==> config.mk <==
export PLATFORM = sky130hd
export DESIGN_NAME = unidade_controle
export DESIGN_NICKNAME = d
export VERILOG_FILES = /design/src/rtl/nrisc_pkg.sv /design/src/rtl/decodificador_instr.sv /design/src/rtl/unidade_controle.sv
export SDC_FILE = /design/constraint.sdc
export NUM_CORES = 1
export LEC_CHECK = 0
export BUFFER_PORTS_ARGS = -buffer_cell sky130_fd_sc_hd__buf_2
export CORE_UTILIZATION = 25
export DETAILED_ROUTE_END_ITERATION = 7
export MAX_ROUTING_LAYER = met4
export PLACE_DENSITY_LB_ADDON = 0.3
export SYNTH_ARGS = -nofsm -noshare
export SYNTH_HDL_FRONTEND = slang
export SYNTH_HIERARCHICAL = 1
export SYNTH_SLANG_ARGS = --single-unit
export TNS_END_PERCENT = 5
==> constraint.sdc <==
create_clock -name Clock -period 1.4 [get_ports Clock]
set_input_delay 0.07 -clock Clock [delete_from_list [all_inputs] [get_ports Clock]]
set_output_delay 0.07 -clock Clock [all_outputs]
set_load 0.01 [all_outputs]
==> src/rtl/nrisc_pkg.sv <==
// Shared nRISC definitions: opcodes, ALU op codes, control FSM states and
// instruction field positions.
package nrisc_pkg;

    // Opcodes (instruction bits [15:12]); 0xA..0xE are undefined.
    localparam logic [3:0] OP_NOP   = 4'h0;
    localparam logic [3:0] OP_ADD   = 4'h1;
    localparam logic [3:0] OP_SUB   = 4'h2;
    localparam logic [3:0] OP_AND   = 4'h3;
    localparam logic [3:0] OP_OR    = 4'h4;
    localparam logic [3:0] OP_CMPEQ = 4'h5;
    localparam logic [3:0] OP_CMPLT = 4'h6;
    localparam logic [3:0] OP_LI    = 4'h7;
    localparam logic [3:0] OP_JMP   = 4'h8;
    localparam logic [3:0] OP_BRT   = 4'h9;
    localparam logic [3:0] OP_HALT  = 4'hF;

    // ALU operation codes driven on OpULA.
    localparam logic [2:0] ULA_PASSB = 3'd0;
    localparam logic [2:0] ULA_ADD   = 3'd1;
    localparam logic [2:0] ULA_SUB   = 3'd2;
    localparam logic [2:0] ULA_AND   = 3'd3;
    localparam logic [2:0] ULA_OR    = 3'd4;
    localparam logic [2:0] ULA_EQ    = 3'd5;
    localparam logic [2:0] ULA_LT    = 3'd6;

    // Control FSM states.
    typedef enum logic [2:0] {
        EST_BUSCA      = 3'd0,
        EST_DECODIFICA = 3'd1,
        EST_EXECUTA    = 3'd2,
        EST_ESCRITA    = 3'd3,
        EST_PARADO     = 3'd4
    } estado_t;

    // Instruction field bit positions.
    localparam int OP_MSB  = 15;
    localparam int OP_LSB  = 12;
    localparam int RD_MSB  = 11;
    localparam int RD_LSB  = 9;
    localparam int RS1_MSB = 8;
    localparam int RS1_LSB = 6;
    localparam int RS2_MSB = 5;
    localparam int RS2_LSB = 3;
    localparam int BD_MSB  = 2;
    localparam int BD_LSB  = 1;
    localparam int BS_MSB  = 11;
    localparam int BS_LSB  = 10;
    localparam int IMM_MSB = 7;
    localparam int IMM_LSB = 0;

endpackage

==> src/rtl/decodificador_instr.sv <==
// Combinational decoder: instruction register -> register/bool addresses,
// ALU control and the write/PC intent of the instruction. Timing of the
// actual strobes is left to the control FSM.
module decodificador_instr
    import nrisc_pkg::*;
(
    input  logic [15:0] ir_i,
    output logic [2:0]  reg_lido1_o,
    output logic [2:0]  reg_lido2_o,
    output logic [2:0]  reg_escrito_o,
    output logic [1:0]  bool_lido1_o,
    output logic [1:0]  bool_escrito_o,
    output logic [2:0]  op_ula_o,
    output logic [7:0]  imediato_o,
    output logic        usa_imediato_o,
    output logic        escreve_reg_o,
    output logic        escreve_bool_o,
    output logic        eh_jmp_o,
    output logic        eh_brt_o,
    output logic        eh_halt_o,
    output logic        ilegal_o
);

    logic [3:0] op;

    // Address fields are passed through raw; the bank only acts on them
    // when the FSM raises a write enable.
    assign op             = ir_i[OP_MSB:OP_LSB];
    assign reg_escrito_o  = ir_i[RD_MSB:RD_LSB];
    assign reg_lido1_o    = ir_i[RS1_MSB:RS1_LSB];
    assign reg_lido2_o    = ir_i[RS2_MSB:RS2_LSB];
    assign bool_escrito_o = ir_i[BD_MSB:BD_LSB];
    assign bool_lido1_o   = ir_i[BS_MSB:BS_LSB];
    assign imediato_o     = ir_i[IMM_MSB:IMM_LSB];

    // Opcode -> ALU control and intent flags.
    always_comb begin
        op_ula_o       = ULA_PASSB;
        usa_imediato_o = 1'b0;
        escreve_reg_o  = 1'b0;
        escreve_bool_o = 1'b0;
        eh_jmp_o       = 1'b0;
        eh_brt_o       = 1'b0;
        eh_halt_o      = 1'b0;
        ilegal_o       = 1'b0;
        case (op)
            OP_NOP:   ;
            OP_ADD:   begin op_ula_o = ULA_ADD; escreve_reg_o = 1'b1; end
            OP_SUB:   begin op_ula_o = ULA_SUB; escreve_reg_o = 1'b1; end
            OP_AND:   begin op_ula_o = ULA_AND; escreve_reg_o = 1'b1; end
            OP_OR:    begin op_ula_o = ULA_OR;  escreve_reg_o = 1'b1; end
            OP_CMPEQ: begin op_ula_o = ULA_EQ;  escreve_bool_o = 1'b1; end
            OP_CMPLT: begin op_ula_o = ULA_LT;  escreve_bool_o = 1'b1; end
            OP_LI:    begin op_ula_o = ULA_PASSB; usa_imediato_o = 1'b1; escreve_reg_o = 1'b1; end
            OP_JMP:   eh_jmp_o = 1'b1;
            OP_BRT:   eh_brt_o = 1'b1;
            OP_HALT:  eh_halt_o = 1'b1;
            default:  ilegal_o = 1'b1;
        endcase
    end

endmodule

==> src/rtl/unidade_controle.sv <==
// nRISC multi-cycle control unit: fetch, decode, execute and write-back FSM
// with program counter and branch/jump resolution.
//
// Fetch handshake: BuscaReq is high only in BUSCA and PC is held stable while
// it is high. An instruction is accepted on the rising edge where both
// BuscaReq and InstrValida are high; InstrValida at any other time is ignored.
module unidade_controle
    import nrisc_pkg::*;
#(
    parameter int                    LARGURA_PC = 8,
    parameter logic [LARGURA_PC-1:0] PC_INICIAL = '0
) (
    input  logic                  Clock,
    input  logic                  Reset_n,
    input  logic [15:0]           Instrucao,
    input  logic                  InstrValida,
    output logic                  BuscaReq,
    output logic [LARGURA_PC-1:0] PC,
    output logic [2:0]            RegLido1,
    output logic [2:0]            RegLido2,
    output logic [2:0]            RegEscrito,
    output logic                  EscreveReg,
    output logic [1:0]            BoolLido1,
    output logic [1:0]            BoolEscrito,
    output logic                  EscreveBool,
    input  logic                  DadoBool1,
    output logic [2:0]            OpULA,
    output logic [7:0]            Imediato,
    output logic                  UsaImediato,
    output logic                  Halt,
    output logic                  Ilegal,
    output logic [2:0]            EstadoDbg
);

    estado_t               estado_q, estado_d;
    logic [15:0]           ir_q, ir_d;
    logic [LARGURA_PC-1:0] pc_q, pc_d;
    logic [LARGURA_PC-1:0] pc_prox_q, pc_prox_d;

    logic                  dec_escreve_reg, dec_escreve_bool;
    logic                  dec_jmp, dec_brt, dec_halt, dec_ilegal;
    logic [LARGURA_PC-1:0] pc_mais_1, pc_alvo;

    // Decoded fields come straight from IR, so they stay stable from
    // DECODIFICA until the next accepted fetch; IR=0 after reset gives zeros.
    decodificador_instr u_dec (
        .ir_i           (ir_q),
        .reg_lido1_o    (RegLido1),
        .reg_lido2_o    (RegLido2),
        .reg_escrito_o  (RegEscrito),
        .bool_lido1_o   (BoolLido1),
        .bool_escrito_o (BoolEscrito),
        .op_ula_o       (OpULA),
        .imediato_o     (Imediato),
        .usa_imediato_o (UsaImediato),
        .escreve_reg_o  (dec_escreve_reg),
        .escreve_bool_o (dec_escreve_bool),
        .eh_jmp_o       (dec_jmp),
        .eh_brt_o       (dec_brt),
        .eh_halt_o      (dec_halt),
        .ilegal_o       (dec_ilegal)
    );

    // PC wraps naturally at LARGURA_PC bits; imm8 is zero-extended or truncated.
    assign pc_mais_1 = pc_q + LARGURA_PC'(1);
    assign pc_alvo   = LARGURA_PC'(Imediato);
    assign PC        = pc_q;
    assign EstadoDbg = estado_q;

    // State, IR and PC registers.
    always_ff @(posedge Clock or negedge Reset_n) begin
        if (!Reset_n) begin
            estado_q  <= EST_BUSCA;
            ir_q      <= '0;
            pc_q      <= PC_INICIAL;
            pc_prox_q <= PC_INICIAL;
        end else begin
            estado_q  <= estado_d;
            ir_q      <= ir_d;
            pc_q      <= pc_d;
            pc_prox_q <= pc_prox_d;
        end
    end

    // Next-state logic and per-state strobes.
    always_comb begin
        estado_d    = estado_q;
        ir_d        = ir_q;
        pc_d        = pc_q;
        pc_prox_d   = pc_prox_q;
        BuscaReq    = 1'b0;
        EscreveReg  = 1'b0;
        EscreveBool = 1'b0;
        Ilegal      = 1'b0;
        Halt        = 1'b0;
        case (estado_q)
            EST_BUSCA: begin
                BuscaReq = 1'b1;
                if (InstrValida) begin
                    ir_d     = Instrucao;
                    estado_d = EST_DECODIFICA;
                end
            end
            EST_DECODIFICA: estado_d = EST_EXECUTA;
            EST_EXECUTA: begin
                // Branch condition is sampled here, one cycle after the bool
                // read address became valid.
                Ilegal    = dec_ilegal;
                pc_prox_d = (dec_jmp || (dec_brt && DadoBool1)) ? pc_alvo : pc_mais_1;
                estado_d  = EST_ESCRITA;
            end
            EST_ESCRITA: begin
                EscreveReg  = dec_escreve_reg;
                EscreveBool = dec_escreve_bool;
                pc_d        = pc_prox_q;
                estado_d    = dec_halt ? EST_PARADO : EST_BUSCA;
            end
            EST_PARADO: Halt = 1'b1;
            default:    estado_d = EST_BUSCA;
        endcase
    end

endmodule
==> reports/metrics.csv, run 1 <==
metric,value,unit
status,"complete, but fails checks",
violations,setup timing,
cap_violations,0,
power,0.00665,W
report.final.slew_viol_count,0,
end_kind,output port,
die_y,88.4,um
htree_num_levels,2,
fillCellCount,739,
cts_tree,built,
yosys.area.top_type,dfrtp_1,
drtIter0Drc,29,
dp_hpwl,2860,um
placed_cell_area,2320,sq um
synth.most_common_cell,dfrtp_1,
yosys_warnings,6,
vias_per_cell,4.14,
worstSkewPairLatency,0.28,ns
ys.flop_type,dfrtp_1,
ir_drop,929,uV
syn_inst,168,
slowest_delay,0.42,ns
crit_top_cell,buf_4,
ant_nets,0,
numCtsBuffers,5,
hold_path_class,input port to flip-flop,
wl_per_cell,12.1,um
path_cells,buf_4 -> nor2_1 -> buf_4 -> and3_4 -> buf_6,
rsz0062_at_grt,yes,
io_buffers,60,
synth_seq_cells,35,
diodes,0,
finalClockSkew,0.00751,ns
slowest_stage,dfrtp_2,
gp_congestion,0.675,
cts_root_buf,clkbuf_8,
netlist_top_cells_count,"dfrtp_1 (35), mux2_2 (24), buf_4 (23)",
synthArstFlopShare,1.00,
synth-xor-area-share,0.0282,
grt_max_degree,36,
grt_pass1_wl,6670,um
design_area,2710,sq um
syn_avg_cell_area,11.1,sq um
synthAdderAreaFrac,0.00670,
clk_pin_slew,0.07,ns
cts_sinks,35,
worstMarginPinSlew,0.233,ns
setup_viol,19,
syn-num-nets,189,
synth_edf_count,0,
required,1.33,ns
fp.dieArea,7820,sq um
core-area,7250,sq um
syn_area,1870,sq um
ys_seq_area_frac,0.469,
synth_top_area_frac,0.469,
start_kind,flip-flop,
path_delay_family,flip-flops,
critPathKind,flip-flop to output port,
p_leak,1.33,nW
fmax,0.658,GHz
drive_gt1_frac,0.590,
vias,1421,
die_w,88.4,um
grt_antenna_before_repair,0,
cp_num_buf_inv,3,
grtUsageTotal,0.118,
synth_simple_gate_area_share,0.111,
fin_crit,1.52,ns
area_delta_synth_final,45.4,%
rows,31,
worstPathArrival,1.45,ns
synth.area.top_cells,"dfrtp_1 (47%), mux2_2 (14%), buf_4 (9.2%), xnor2_1 (2.8%), o21ai_0 (2.4%)",
grt_pass1_vias,1297,
synth_top_family_by_area,multiplexers,
ioPinCount,61,
synth_cell_type_count,33,
drcViolationCount,0,
start_util,0.257,
routed_wl,4170,um
overflow,0,
synth_compound_area_frac,0.0838,
synth.area.mux_share,0.166,
fin_crit_sh,1.09,
relSlewSlack,0.844,
first_pass_iters,4,
clockBufferDepth,2,
finalNetCount,264,
finalHoldViolCount,0,
worst_slack,-0.120,ns
power_density,2450,nW/um^2
crit_fanout,5,
worst register-to-register path, stage by stage, from the launching register on:
cell and delay (ns):
dfrtp_1 0.40, buf_4 0.16, nor4b_2 0.28, a21oi_2 0.08
buf_6 0.16, nor2_4 0.08, a311oi_2 0.05, a21o_1 0.16
per-layer routing:
metal / part of all wire / up-vias / track usage
met3: 0.036 / 2 / 0.0336
met4: 0.0034 / 0 / 0.0308
li1: - / 709 / -
met1: 0.50 / 673 / 0.154
met2: 0.46 / 37 / 0.180
met5: 0 / - / -
cells in the final DEF, fill, tap and decap left out, types with 2 or more instances in the layout:
cell / instances
a211oi_1: 2
a21o_1: 3
a311oi_2: 3
buf_12: 3
buf_2: 59
buf_4: 20
buf_6: 9
clkbuf_8: 5
dfrtp_1: 34
dlygate4sd3_1: 7
inv_1: 6
mux2_2: 8
mux2_4: 16
mux2i_1: 3
nand2_1: 9
nand3_1: 5
nor2_1: 6
nor2_4: 3
o21ai_0: 5
o21ai_1: 4
or3_1: 3
xnor2_1: 5
registers in the layout, summed over array words and instances, names as in the netlist:
signal	cells
PC	8
ir_q	16
pc_prox_q	8
EstadoDbg	3
worst paths after layout:
check                             startpoint            to  slack, ns  depth (start not counted)
worst max-delay path            EstadoDbg[0]        Ilegal      -0.12                          5
worst min-delay path            Instrucao[1]       ir_q[1]       0.01                          2
worst max register to register      ir_q[13]  pc_prox_q[6]      -0.09                          7
worst min register to register  pc_prox_q[7]  pc_prox_q[7]       0.48                          1
max in group asynchronous            Reset_n  EstadoDbg[0]       0.93                          3
min in group asynchronous            Reset_n  pc_prox_q[0]       0.27                          3
power breakdown:
group | internal [W] | total, W | switching (W)
registers | 0.00151 | 0.00192 | 0.000402
clock network | 0.000530 | 0.000904 | 0.000374
logic | 0.00213 | 0.00383 | 0.00170
per-stage QoR:
stage	utilization	setup WS, ns	hold WS [ns]	TNS (ns)	std cells
CTS	0.362	-0.127	0.00165	-1.70	340
floorplan	-	-0.151	-0.226	-1.95	168
detailed placement	0.320	-0.0365	0.0502	-0.278	320
global route	0.374	-0.180	0.00000885	-2.57	343
finish	0.374	-0.120	0.0141	-0.820	343
global placement	0.320	-0.0223	0.0492	-0.116	320
logic make-up (layout without fill, tap and decap cells):
family	after synthesis	in the layout
AOI/OAI and AO/OA	23	23
buffers and inverters	37	113
xor gates and xnor gates	6	6
and+or+nand+nor	38	38
muxes	28	28
adders and majority gates	1	1
DFF	35	35
final cells by class:
| class | count | area [sq um] | share of cell area |
|---|---|---|---|
| Multi-Input combinational cell | 96 | 897 | 0.331 |
| Sequential cell | 35 | 877 | 0.323 |
| Timing Repair Buffer | 98 | 677 | 0.249 |
| Tap cell | 99 | 124 | 0.0456 |
| Clock buffer | 5 | 68.8 | 0.0254 |
| Clock inverter | 3 | 43.8 | 0.0161 |
| Inverter | 7 | 26.3 | 0.00968 |
timing repair:
item                                   CTS  global route
buffers inserted                         7             0
setup endpoints to repair               23            39
endpoints found under the hold margin   38             3
pin swaps                                5             4
gates resized for setup                 25            15
cloned                                   1             0
hold buffers                             4             3
No activity file was read; power rests on OpenSTA's default activity.
==> run 2, diff against run 1 <==
--- a/config.mk
+++ b/config.mk
@@ -5,6 +5,7 @@
 export SDC_FILE = /design/constraint.sdc
 export NUM_CORES = 1
 export LEC_CHECK = 0
+export ABC_AREA = 1
 export BUFFER_PORTS_ARGS = -buffer_cell sky130_fd_sc_hd__buf_2
 export CORE_UTILIZATION = 25
 export DETAILED_ROUTE_END_ITERATION = 7
==> reports/metrics.csv, run 2 <==
metric,value,unit,change
fmax,0.697,GHz,+5.9%
hold_path_class,input port to flip-flop,,
report.final.slew_viol_count,0,,unchanged
cts_tree,built,,
wl_met2,2040,um,+7.4%
wl_met1,2330,um,+11%
violations,setup timing,,
place_ws,0.00243,ns,+0.0389 ns
synthArstFlopShare,1.00,,unchanged
end_kind,flip-flop,,
syn-num-nets,263,,+39%
ys.flop_type,dfrtp_1,,
synth_cell_type_count,27,,-18%
ir_drop,989,uV,+6.5%
dp_hpwl,3290,um,+15%
finalClockSkew,0.00222,ns,-0.00529 ns
crit_fanout,6,,+1
die_y,89.3,um,+0.95%
htree_num_levels,2,,unchanged
fillCellCount,809,,+9.5%
routed-wl-met3,249,um,+65%
slowest_stage,dfrtp_2,,
grt_antenna_before_repair,0,,unchanged
cp_num_buf_inv,2,,-1
syn_inst,242,,+44%
multiInputGateArea,776,sq um,-14%
synth.most_common_cell,nand2_1,,
finalHoldViolCount,0,,unchanged
worst_slack,-0.0353,ns,+0.0849 ns
drcViolationCount,0,,unchanged
io_buffers,60,,unchanged
vias,1690,,+19%
ioPinCount,61,,unchanged
fin_crit_sh,1.03,,-0.0607
overflow,0,,unchanged
drive_gt1_frac,0.369,,-0.221
syn_area,1900,sq um,+1.9%
critPathKind,flip-flop to flip-flop,,
start_kind,flip-flop,,
core-area,7290,sq um,+0.53%
grtUsageTotal,0.129,,+0.0105
slowest_delay,0.45,ns,+0.03 ns
vias_per_cell,4.14,,about the same
grt_pass1_vias,1507,,+16%
cts_root_buf,clkbuf_8,,
layout_common_cells,"nand2_1 (65), buf_2 (59), dfrtp_1 (34), nand3_1 (24), nor2_1 (22)",,
fin_cells,408,,+19%
rows,31,,unchanged
cts_sinks,35,,unchanged
worstPathArrival,1.61,ns,+0.16 ns
required,1.57,ns,+0.24 ns
finalNetCount,329,,+25%
start_util,0.261,,+0.00361
layout_commonest_cell,nand2_1,,
die_w,89.3,um,+0.95%
drtIter0Drc,81,,+180%
syn_avg_cell_area,7.86,sq um,-29%
ys_seq_area_frac,0.460,,-0.00895
yosys.area.top_type,dfrtp_1,,
worstSkewPairLatency,0.29,ns,about the same
setup_viol,3,,-16
fin_crit,1.44,ns,-0.0849 ns
largest_reg_flops,16,,unchanged
largest-register,ir_q,,
ant_nets,0,,unchanged
dp_cells,386,,+21%
diodes,0,,unchanged
power_density,2360,nW/um^2,-3.8%
routed_wl,4670,um,+12%
area_delta_synth_final,31.2,%,
yosys_warnings,6,,unchanged
clockBufferDepth,2,,unchanged
clk_pin_slew,0.07,ns,about the same
path_cells,nor2_2 -> nand2_1 -> nor2_1 -> inv_1 -> nand2_4 -> clkinvlp_4 -> o21ai_0 -> o22ai_1,,
synth_edf_count,0,,unchanged
wl_per_cell,11.4,um,-5.7%
worstMarginPinSlew,0.467,ns,+0.234 ns
synth_seq_cells,35,,unchanged
seq_area,877,sq um,unchanged
first_pass_iters,4,,unchanged
p_leak,1.34,nW,+0.83%
numCtsBuffers,5,,unchanged
synth.area.top_cells,"dfrtp_1 (46%), nand2_1 (13%), buf_4 (8.7%), nand3_1 (6.3%), nor2_1 (4.9%)",,
path_delay_family,flip-flops,,
relSlewSlack,0.688,,-0.156
gp_congestion,0.836,,+24%
grt_pass1_wl,7450,um,+12%
top_layer,met4,,
synth_top_area_frac,0.460,,-0.00895
grt_max_degree,36,,unchanged
cap_violations,0,,unchanged
status,"complete, but fails checks",,
netlist_top_cells_count,"nand2_1 (68), dfrtp_1 (35), nor2_1 (25)",,
fp.dieArea,7970,sq um,+1.9%
rsz0062_at_grt,yes,,
## run 2: routing by layer
metal / vias to the layer above / GRT usage
met3: 4 / 0.0342
met5: - / -
met1: 758 / 0.178
li1: 880 / -
met4: 0 / 0.0447
met2: 48 / 0.180
## run 2: logic make-up (layout without fill, tap and decap cells)
kind of cell	after synthesis	after routing	share of synthesized area
AND/OR/NAND/NOR	131	131	0.300
adder cells (fa/ha/maj)	1	1	0.00657
AO/OA/AOI/OAI	25	25	0.0782
buffers and inverters	50	117	0.155
flip-flops	35	35	0.460
## run 2: metrics by stage
step | power, W | hold WS (ns) | setup TNS [ns] | instance area, sq um | util
after CTS | 0.00586 | 0.000107 | -0.0951 | 2460 | 0.338
after detailed placement | 0.00476 | 0.156 | 0 | 2230 | 0.306
after floorplan | 0.00402 | -0.226 | 0 | 1910 | -
after global placement | 0.00472 | 0.149 | 0 | 2230 | 0.306
after global routing | 0.00648 | 0.0103 | -1.32 | 2500 | 0.342
final | 0.00589 | 0.0105 | -0.0608 | 2500 | 0.342
## run 2: path summary, 6_finish.rpt
path                                    from            to  slack [ns]  cells past startpoint
worst max-delay path                ir_q[12]  pc_prox_q[1]       -0.04                      8
worst min-delay path            Instrucao[6]       ir_q[6]        0.01                      3
worst max register to register      ir_q[12]  pc_prox_q[1]       -0.04                      8
worst min register to register       ir_q[8]       ir_q[8]        0.48                      2
max in group asynchronous            Reset_n      ir_q[12]        0.69                      3
min in group asynchronous            Reset_n         PC[7]        0.35                      3
## run 2: power breakdown
group	total (W)	switching, W	internal (W)
registers	0.00195	0.000444	0.00150
logic	0.00312	0.00174	0.00139
clock network	0.000819	0.000370	0.000449
total	0.00589	0.00255	0.00334
## run 2: cell type report
cell class	count	area share
clock buffers	8	0.0401
inverters	22	0.0346
multi-input cells	157	0.311
flip-flops and latches	35	0.351
well taps	99	0.0496
repair buffers	86	0.211
repair inverters	1	0.00301
## run 2: worst min-delay path, cell delays in order
cell     delay, ns
buf_2         0.07
nand3_1       0.06
nand2_1       0.06
## run 2: repair_timing
action | 4_1_cts | 5_1_grt
gates cloned | 0 | 1
endpoints found under the setup margin | 5 | 14
pin swaps | 6 | 1
hold buffers | 3 | 0
hold endpoints to repair | 37 | 0
gates resized for setup | 8 | 7
buffers inserted | 9 | 1
